<file path="src/rtl/adc_serial_capture.sv">
// ADC serial capture: synchronises the ADC serial interface into the clk domain,
// deserialises MSB-first words and buffers them in a small FWFT FIFO with a
// valid/ready output handshake.
module adc_serial_capture #(
  parameter int unsigned DATA_WIDTH = 12,
  parameter int unsigned FIFO_DEPTH = 4,
  parameter int unsigned LVL_W      = 3
) (
  input  logic                  clk,
  input  logic                  reset,
  input  logic                  adc_clk,
  input  logic                  adc_frame,
  input  logic                  adc_sdata,
  output logic [DATA_WIDTH-1:0] out_data,
  output logic                  out_valid,
  input  logic                  out_ready,
  output logic [LVL_W-1:0]      fifo_level,
  output logic                  frame_err,
  output logic                  overflow,
  input  logic                  overflow_clr
);

  localparam int unsigned CntW = $clog2(DATA_WIDTH + 1);
  localparam int unsigned PtrW = $clog2(FIFO_DEPTH);

  typedef enum logic [1:0] {StIdle, StShift, StDone} state_e;

  // Synchroniser bit order: {adc_clk, adc_frame, adc_sdata}
  logic [2:0] sync1_q, sync2_q;
  logic       clk_prev_q;
  logic       clk_s, frame_s, sdata_s, rise;

  state_e                state_q, state_d;
  logic [CntW-1:0]       bit_cnt_q, bit_cnt_d;
  logic [DATA_WIDTH-1:0] shift_q, shift_d, shifted;
  logic                  push;
  logic                  frame_err_q, frame_err_d;

  logic [DATA_WIDTH-1:0] mem_q [FIFO_DEPTH];
  logic [PtrW-1:0]       wr_ptr_q, rd_ptr_q;
  logic [LVL_W-1:0]      level_q;
  logic                  overflow_q;
  logic                  full, rd_en, wr_en, drop;

  assign clk_s   = sync2_q[2];
  assign frame_s = sync2_q[1];
  assign sdata_s = sync2_q[0];
  assign rise    = clk_s & ~clk_prev_q;
  assign shifted = {shift_q[DATA_WIDTH-2:0], sdata_s};

  // Two-stage synchroniser for all three serial signals, plus adc_clk edge history
  always_ff @(posedge clk) begin
    if (reset) begin
      sync1_q    <= '0;
      sync2_q    <= '0;
      clk_prev_q <= 1'b0;
    end else begin
      sync1_q    <= {adc_clk, adc_frame, adc_sdata};
      sync2_q    <= sync1_q;
      clk_prev_q <= sync2_q[2];
    end
  end

  // Deserialiser state register
  always_ff @(posedge clk) begin
    if (reset) begin
      state_q     <= StIdle;
      bit_cnt_q   <= '0;
      shift_q     <= '0;
      frame_err_q <= 1'b0;
    end else begin
      state_q     <= state_d;
      bit_cnt_q   <= bit_cnt_d;
      shift_q     <= shift_d;
      frame_err_q <= frame_err_d;
    end
  end

  // Deserialiser next state: shift on adc_clk rises, push on the final bit
  always_comb begin
    state_d     = state_q;
    bit_cnt_d   = bit_cnt_q;
    shift_d     = shift_q;
    push        = 1'b0;
    frame_err_d = 1'b0;
    unique case (state_q)
      StIdle: begin
        if (rise && frame_s) begin
          shift_d   = shifted;
          bit_cnt_d = CntW'(1);
          state_d   = StShift;
        end
      end
      StShift: begin
        // Frame dropping mid-word takes priority over any coincident rise
        if (!frame_s) begin
          frame_err_d = 1'b1;
          bit_cnt_d   = '0;
          state_d     = StIdle;
        end else if (rise) begin
          shift_d = shifted;
          if (bit_cnt_q == CntW'(DATA_WIDTH - 1)) begin
            push      = 1'b1;
            bit_cnt_d = '0;
            state_d   = StDone;
          end else begin
            bit_cnt_d = bit_cnt_q + CntW'(1);
          end
        end
      end
      StDone: begin
        // Surplus bits of a long frame are dropped silently
        if (!frame_s) state_d = StIdle;
      end
      default: state_d = StIdle;
    endcase
  end

  assign full  = (level_q == LVL_W'(FIFO_DEPTH));
  assign rd_en = out_valid & out_ready;
  // A pop in the same cycle frees the slot, so a push into a full FIFO still lands
  assign wr_en = push & (~full | rd_en);
  assign drop  = push & full & ~rd_en;

  // FIFO storage and pointers
  always_ff @(posedge clk) begin
    if (reset) begin
      for (int i = 0; i < FIFO_DEPTH; i++) mem_q[i] <= '0;
      wr_ptr_q <= '0;
      rd_ptr_q <= '0;
      level_q  <= '0;
    end else begin
      if (wr_en) begin
        mem_q[wr_ptr_q] <= shifted;
        wr_ptr_q        <= wr_ptr_q + PtrW'(1);
      end
      if (rd_en) rd_ptr_q <= rd_ptr_q + PtrW'(1);
      if (wr_en && !rd_en)      level_q <= level_q + LVL_W'(1);
      else if (!wr_en && rd_en) level_q <= level_q - LVL_W'(1);
    end
  end

  // Sticky overflow; a new drop beats a coincident clear
  always_ff @(posedge clk) begin
    if (reset)             overflow_q <= 1'b0;
    else if (drop)         overflow_q <= 1'b1;
    else if (overflow_clr) overflow_q <= 1'b0;
  end

  assign out_valid  = (level_q != '0);
  assign out_data   = mem_q[rd_ptr_q];
  assign fifo_level = level_q;
  assign frame_err  = frame_err_q;
  assign overflow   = overflow_q;

endmodule

</file>
<file path="config.mk">
export PLATFORM = sky130hd
export DESIGN_NAME = adc_serial_capture
export DESIGN_NICKNAME = d
export VERILOG_FILES = /design/src/rtl/adc_serial_capture.sv
export SDC_FILE = /design/constraint.sdc
export NUM_CORES = 1
export LEC_CHECK = 0
export ABC_CLOCK_PERIOD_IN_PS = 5200
export BUFFER_PORTS_ARGS = -buffer_cell sky130_fd_sc_hd__buf_2
export CORE_AREA = 4 4 87 89
export DETAILED_ROUTE_END_ITERATION = 6
export DIE_AREA = 0 0 91 93
export GPL_TIMING_DRIVEN = 0
export PLACE_DENSITY = 0.7
export SETUP_SLACK_MARGIN = 0.3
export SLEW_MARGIN = 20
export SYNTH_ARGS = -nofsm -noshare
export SYNTH_HDL_FRONTEND = slang
export SYNTH_SLANG_ARGS = --single-unit
</file>
<file path="constraint.sdc">
create_clock -name clk -period 5.2 [get_ports clk]
set_clock_uncertainty 0.15 [all_clocks]
set_input_delay 0.52 -clock clk [delete_from_list [all_inputs] [get_ports clk]]
set_output_delay 0.52 -clock clk [all_outputs]
set_load 0.05 [all_outputs]
</file>
== After elaboration in Yosys (flattened, before gate mapping) ==
Memories as Yosys holds them, arrays and structs flattened. A register that Yosys moved wholly into a read port is not among the register bits.
Cells that the tools add are included.
Cells by class
  bitwise logic cells: 10
  muxes and demuxes: 34
  $add $sub $neg: 5
  eq/ne operators: 10
  reductions and logical operators: 15
Operator list (count)
  11-bit 2-to-1 mux: 3
  11-bit case mux with 2 select lines: 1
  2-bit 2-to-1 mux: 8
  4-bit 2-to-1 mux: 4
  1-bit 2-to-1 mux: 13
  12-bit 2-to-1 mux: 1
  12-bit OR reduction: 1
  2-bit != test, second input constant: 4
  4-bit case mux with 2 select lines: 1
  4-bit AND reduction: 2
  3-bit 2-to-1 mux: 2
  3-bit != test, second input constant: 2
  2-bit case mux with 3 select lines: 1
  2-bit nonzero test: 3
  1-bit AND: 5
  2-bit by 1-bit adder with 2-bit output, second input constant: 2
  4-bit by 1-bit adder with 4-bit output, second input constant: 1
  4-bit equality test, second input constant: 1
  1-bit inverter: 4
  3-bit by 1-bit adder with 3-bit output, second input constant: 1
  3-bit equality test, second input constant: 1
  1-bit logical AND: 3
  3-bit AND reduction: 1
  3-bit nonzero test: 1
  7 further kinds: 8
Word-level totals
  word-level logic and storage cells: 86
  bits in writable memories: 48
  input port bits: 7
  output and inout bits: 18
  memories kept: 1
  register bits: 33
Memory list
  mem_q: depth 4, width 12, read ports 1, clocked after Yosys merged registers in 1, wr ports 4, RTL line 39  | logic [DATA_WIDTH-1:0] mem_q [FIFO_DEPTH];

== Longest topological paths before layout ==
  depth after elaboration: 11
  mapped depth: 11
  mapped depth without buffers: 10

== Worst setup path before layout ==
Ideal clock, no wire load.
  kind: reg2reg
  from: reg level_q[0] (netlist: fifo_level[0])
  to: reg level_q[2] (netlist: fifo_level[2])
  clock period less this slack: 3.013 ns
  stages on the path, launching flop included: 11
  setup slack: 2.187 ns
  arrival: 2.793 ns
  library setup time: 0.070 ns
  path buffers: 1
  required time: 4.980 ns
  path through: dfxtp_1 nor4b_1 or4_1 buf_2 inv_2 ha_1 inv_1 fa_1 xor2_1 or3_1 a21oi_1
On the way
  longest elaborated chain between the ends: 7
  elaborated cells between the ends (all ways): 15
  those cells by class: add/sub (2); eq/ne (1); mux (2); bitwise (4); reduce/logical (6)
RTL lines
  from (decl): RTL line 41  | logic [LVL_W-1:0] level_q;
  from (signal assigned): RTL line 138  | if (wr_en && !rd_en) level_q <= level_q + LVL_W'(1);
  from (signal assigned): RTL line 139  | else if (!wr_en && rd_en) level_q <= level_q - LVL_W'(1);
  3-bit nonzero test / 3-bit equality test (equally long branches): RTL line 150, 119
  1-bit AND / 1-bit inverter (equally long branches): RTL line 120, 122
  1-bit bitwise OR *: RTL line 122  | assign wr_en = push & (~full | rd_en);
  1-bit AND *: RTL line 122
  named net wr_en: RTL line 43  | logic full, rd_en, wr_en, drop;
  1-bit zero test: RTL line 139
  1-bit logical AND: RTL line 139
  2-bit nonzero test (no source line)
Mark *: on every way through the listed nets, which the timed path passes. The rest lies on a longest branch. The select of a mux whose other input is x is not followed.
A chain may end at the register's enable or synchronous reset.

== Final worst setup path ==
  from: reg bit_cnt_q[0]
  to: reg level_q[2] (netlist: fifo_level[2])
On the way
  longest elaborated chain between the ends: 9
  elaborated cells between the ends (all ways): 11
  those cells by class: eq/ne (1); mux (5); bitwise (1); reduce/logical (4)
RTL lines
  from (decl): RTL line 34  | logic [CntW-1:0] bit_cnt_q, bit_cnt_d;
  from (signal assigned): RTL line 73  | bit_cnt_q <= bit_cnt_d;
  4-bit equality test *: RTL line 102  | if (bit_cnt_q == CntW'(DATA_WIDTH - 1)) begin
  1-bit 2-to-1 mux *: RTL line 102
  1-bit 2-to-1 mux *: RTL line 100  | end else if (rise) begin
  1-bit 2-to-1 mux *: RTL line 96  | if (!frame_s) begin
  1-bit 2-to-1 mux *: RTL line 86  | unique case (state_q)
  1-bit AND *: RTL line 122
  named net wr_en: RTL line 43
  1-bit zero test: RTL line 139
  1-bit logical AND: RTL line 139
  2-bit nonzero test (no source line)
Mark *: on every way through the listed nets, which the timed path passes. The rest lies on a longest branch.

==> PnR_summary.wiki <==
{| class="wikitable"
! Metric !! Value
|-
| Status || finished clean
|-
| Setup repair after global routing missed its margin || false
|-
| Crit path buf inv count || 3
|-
| Pin count of the biggest net entering global routing || 15
|-
| Setup total negative slack || 0 ns
|-
| Vias in the first global route || 2107
|-
| Total setup buffers inserted after CTS || 0
|-
| Number of failing hold endpoints at the final stage || 0
|-
| Vias after detailed routing || 2207
|-
| Number of top-level pins || 25
|-
| Post-synthesis sequential element count || between 80 and 90
|-
| Max rail drop VDD || 190 uV
|-
| Seq/Total Area, Yosys || 61.1%
|-
| Stages on worst setup path || 11
|-
| Arrival time worst endpoint || ~3.2 ns
|-
| Clock tree from TritonCTS || yes
|-
| Post-route worst hold slack || between 0.2 and 0.25 ns
|-
| Met3 Routed Length || 369 um
|-
| Destination of the worst register-to-register timing path || fifo_level[2]
|-
| Slowest Stage Delay on Critical Path || 0.42 ns
|-
| Placer congestion estimate || 0.792
|-
| Required time at the worst-slack endpoint || about 5.3 ns
|-
| 1st-pass router iterations || 4
|-
| CP max stage cell || or4_1
|-
| Inserted Diodes || 0
|-
| Setup WS pre-CTS || 2.20 ns
|-
| Achievable Freq || 330 MHz
|-
| Die area || 8460 um2
|-
| Cell at the root of the clock tree || clkbuf_8
|-
| Worst reg2reg startpoint || bit_cnt_q[0]
|-
| Routed wire length on met2 || 3150 um
|-
| Area overhead of the layout relative to synthesis || 12.3%
|-
| Detail Route Antenna Nets || 0
|-
| Share of synthesized registers carrying an async set or reset || 0%
|-
| Tmin final || between 3 and 4 ns
|-
| Total CTS buffers || 9
|-
| Vias per std cell || 5.38
|-
| Number of endpoints failing setup at the final stage || 0
|-
| Max Used Layer || met4
|-
| Headroom to the max-slew limit || 50.3%
|-
| Total global routing overflow || 0
|-
| Crit path to || fifo_level[2]
|-
| Hold buffer count at CTS || 0
|-
| Count of clock tree sinks || 83
|-
| DR iter-0 viols || 140
|-
| Final std cell area, no fill || slightly below 4000 um2
|-
| Maximum number of buffers from clock root to sink || 2
|-
| Post-detailed-route DRC marker count || 0
|-
| Die X || 91 um
|-
| Worst setup EP type || flop
|-
| PortBufs || 23
|-
| Final wirelength || about 6600 um
|-
| Global-route wire length before repair || roughly 11000 um
|-
| Overall global routing resource usage || 16.9%
|-
| Hold WC Path Type || input pin to flop
|-
| Average cell area after synthesis || between 10 and 15 um2
|-
| Number of instances in the synthesized netlist || 291
|-
| Initial Util || 51.9%
|-
| Met1 layer wirelength in the final routing || 2990 um
|-
| Number of max-cap violations || 0
|-
| Worst-path cell chain || ha_1 > nand3b_1 > or4_1 > buf_2 > inv_2 > ha_1 > inv_1 > fa_1 > xor2_1 > or3_1 > a21oi_1
|-
| Number of antenna violations at the first check in global routing || 0
|-
| Clock edge transition at the registers on the reported setup and hold paths || 0.08 ns
|-
| Count of cells resized by post-cts repair || 0
|-
| Final core occ || between 50% and 60%
|-
| Yosys warns || 0
|-
| Worst Max-Slew Pin Slew || about 0.74 ns
|-
| Max Fanout on Critical Path || 10
|-
| Deepest level of the CTS H-tree || 3
|-
| NumNets Final || 335
|-
| Standard-cell rows || 30
|-
| Net Count, Synth || between 300 and 400
|-
| Worst Setup SP || bit_cnt_q[0]
|-
| Cell area power density || 418 nW/um2
|-
| Number of placed instances with taps included || 394
|-
| Chip Height || just over 90 um
|-
| Final Power || 1.65 mW
|-
| Max-slew violation count || 0
|-
| Crit path launch type || flop
|-
| Final worst-path setup slack || 2.17 ns
|-
| Hold Crit Depth || 2
|-
| CP top delay family || simple AND/OR/NAND/NOR gates
|-
| Critical path class || flop to flop
|-
| Layout cells sized above 1 || 21.8%
|-
| Static Leakage || 1.36 nW
|-
| Netlist area before placement || 3510 um2
|-
| Per-cell routed wire length || 16.1 um
|-
| Most frequently used flop master after synthesis || edfxtp_1
|-
| Most frequent CP cell || ha_1
|-
| Reg2reg path depth || 11
|-
| Area after detailed placement || 3720 um2
|-
| Final Cycle Share || 58.3%
|-
| Distinct cell type count after synthesis || 42
|-
| Detailed placer's ending HPWL || about 4400 um
|-
| Clock latency on the worst-skew pair || 0.35 ns
|-
| Register-to-register setup slack || 2.17 ns
|-
| Fill cell total of the finished layout || approximately 550
|-
| Core area || 6760 um2
|-
| Post-synth EDFFs || 48
|-
| Number of standard cells in the layout, taps in and fillers out || just over 400
|}
==> power by group <==
group	internal [mW]	switching, mW
Sequential	0.727	0.0274
Combinational	0.126	0.270
Clock	0.268	0.229
==> metal layers <==
metal  vias to the layer above  GRT usage (%)
met5                         -              0
met2                        58           27.0
met4                         0           8.42
met3                        10           3.30
li1                       1089              -
met1                      1050           22.1
==> worst register-to-register path: cells and delay by family (launching register included) <==
| family | cells | cell delay [ns] |
|---|---|---|
| fa+ha+maj | 3 | 0.81 |
| flops | 1 | 0.41 |
| buf+inv | 3 | 0.41 |
| simple gates | 3 | 0.89 |
| xor+xnor | 1 | 0.16 |
| compound gates | 1 | 0.14 |
==> cell usage in the layout, fill, tap and decap left out, drive strengths merged, types with 2 or more instances in the layout <==
| master | n |
|---|---|
| a21o | 2 |
| a21oi | 17 |
| and2 | 7 |
| and4b | 5 |
| buf | 32 |
| bufinv | 2 |
| clkbuf | 17 |
| clkinv | 3 |
| clkinvlp | 2 |
| dfxtp | 35 |
| edfxtp | 48 |
| ha | 2 |
| inv | 5 |
| mux4 | 12 |
| nand2 | 25 |
| nand2b | 19 |
| nand3 | 3 |
| nand3b | 4 |
| nand4 | 2 |
| nor2 | 51 |
| nor2b | 8 |
| nor3 | 3 |
| nor4 | 2 |
| o21ai | 2 |
| or3 | 4 |
| xnor2 | 2 |
| xor2 | 4 |
==> synth_stat cells, drive strengths merged, types with 2 or more instances <==
library cell / n / area share [%]
and4b: 5 / 1.4
xor2: 4 / 1.0
nand3: 3 / 0.43
o21ai: 2 / 0.29
mux4: 12 / 7.7
nor2b: 8 / 1.4
edfxtp: 48 / 41
nand2: 25 / 2.7
and2: 7 / 1.2
nand2b: 19 / 3.4
nand4: 2 / 0.36
xnor2: 2 / 0.50
ha: 2 / 0.71
a21oi: 17 / 2.4
nor3: 3 / 0.43
buf: 9 / 1.5
dfxtp: 35 / 20
nor2: 51 / 6.2
a21o: 2 / 0.43
or3: 4 / 0.86
clkbuf: 8 / 0.86
nor4: 2 / 0.54
nand3b: 4 / 0.86
inv: 5 / 0.53
==> cells by family after synthesis <==
group | Yosys count | synth area share (%)
flops | 83 | 61.1
buf+inv | 22 | 2.92
xor+xnor | 6 | 1.50
simple gates | 136 | 20.4
mux | 14 | 8.31
compound gates | 27 | 4.49
fa+ha+maj | 3 | 1.28
==> flip-flops by register name (all words and copies together), names as in the netlist, named ones only <==
signal	cells
mem_q	48
shift_q	11
bit_cnt_q	4
fifo_level	3
sync1_q	3
sync2_q	3
rd_ptr_q	2
state_q	2
wr_ptr_q	2
clk_prev_q	1
frame_err	1
overflow	1
==> area by class of cell <==
cell class                      count  area (um2)  area share, %
Buffer                             17        83.8           2.13
Clock buffer                        9         124           3.14
Clock inverter                      7        92.6           2.35
Inverter                            5        18.8          0.476
Multi-Input combinational cell    186        1260           32.1
Sequential cell                    83        2140           54.4
Tap cell                           80         100           2.54
Timing Repair Buffer               23         115           2.92
==> worst min path at each step <==
stage                           from          to
after detailed placement  sync1_q[2]  sync2_q[2]
after floorplan           sync1_q[0]  sync2_q[0]
after global placement    sync1_q[1]  sync2_q[1]
after CTS                  adc_sdata  sync1_q[0]
after global routing       adc_frame  sync1_q[1]
final                      adc_sdata  sync1_q[0]
Note: power is estimated with default switching activity, not from simulation.
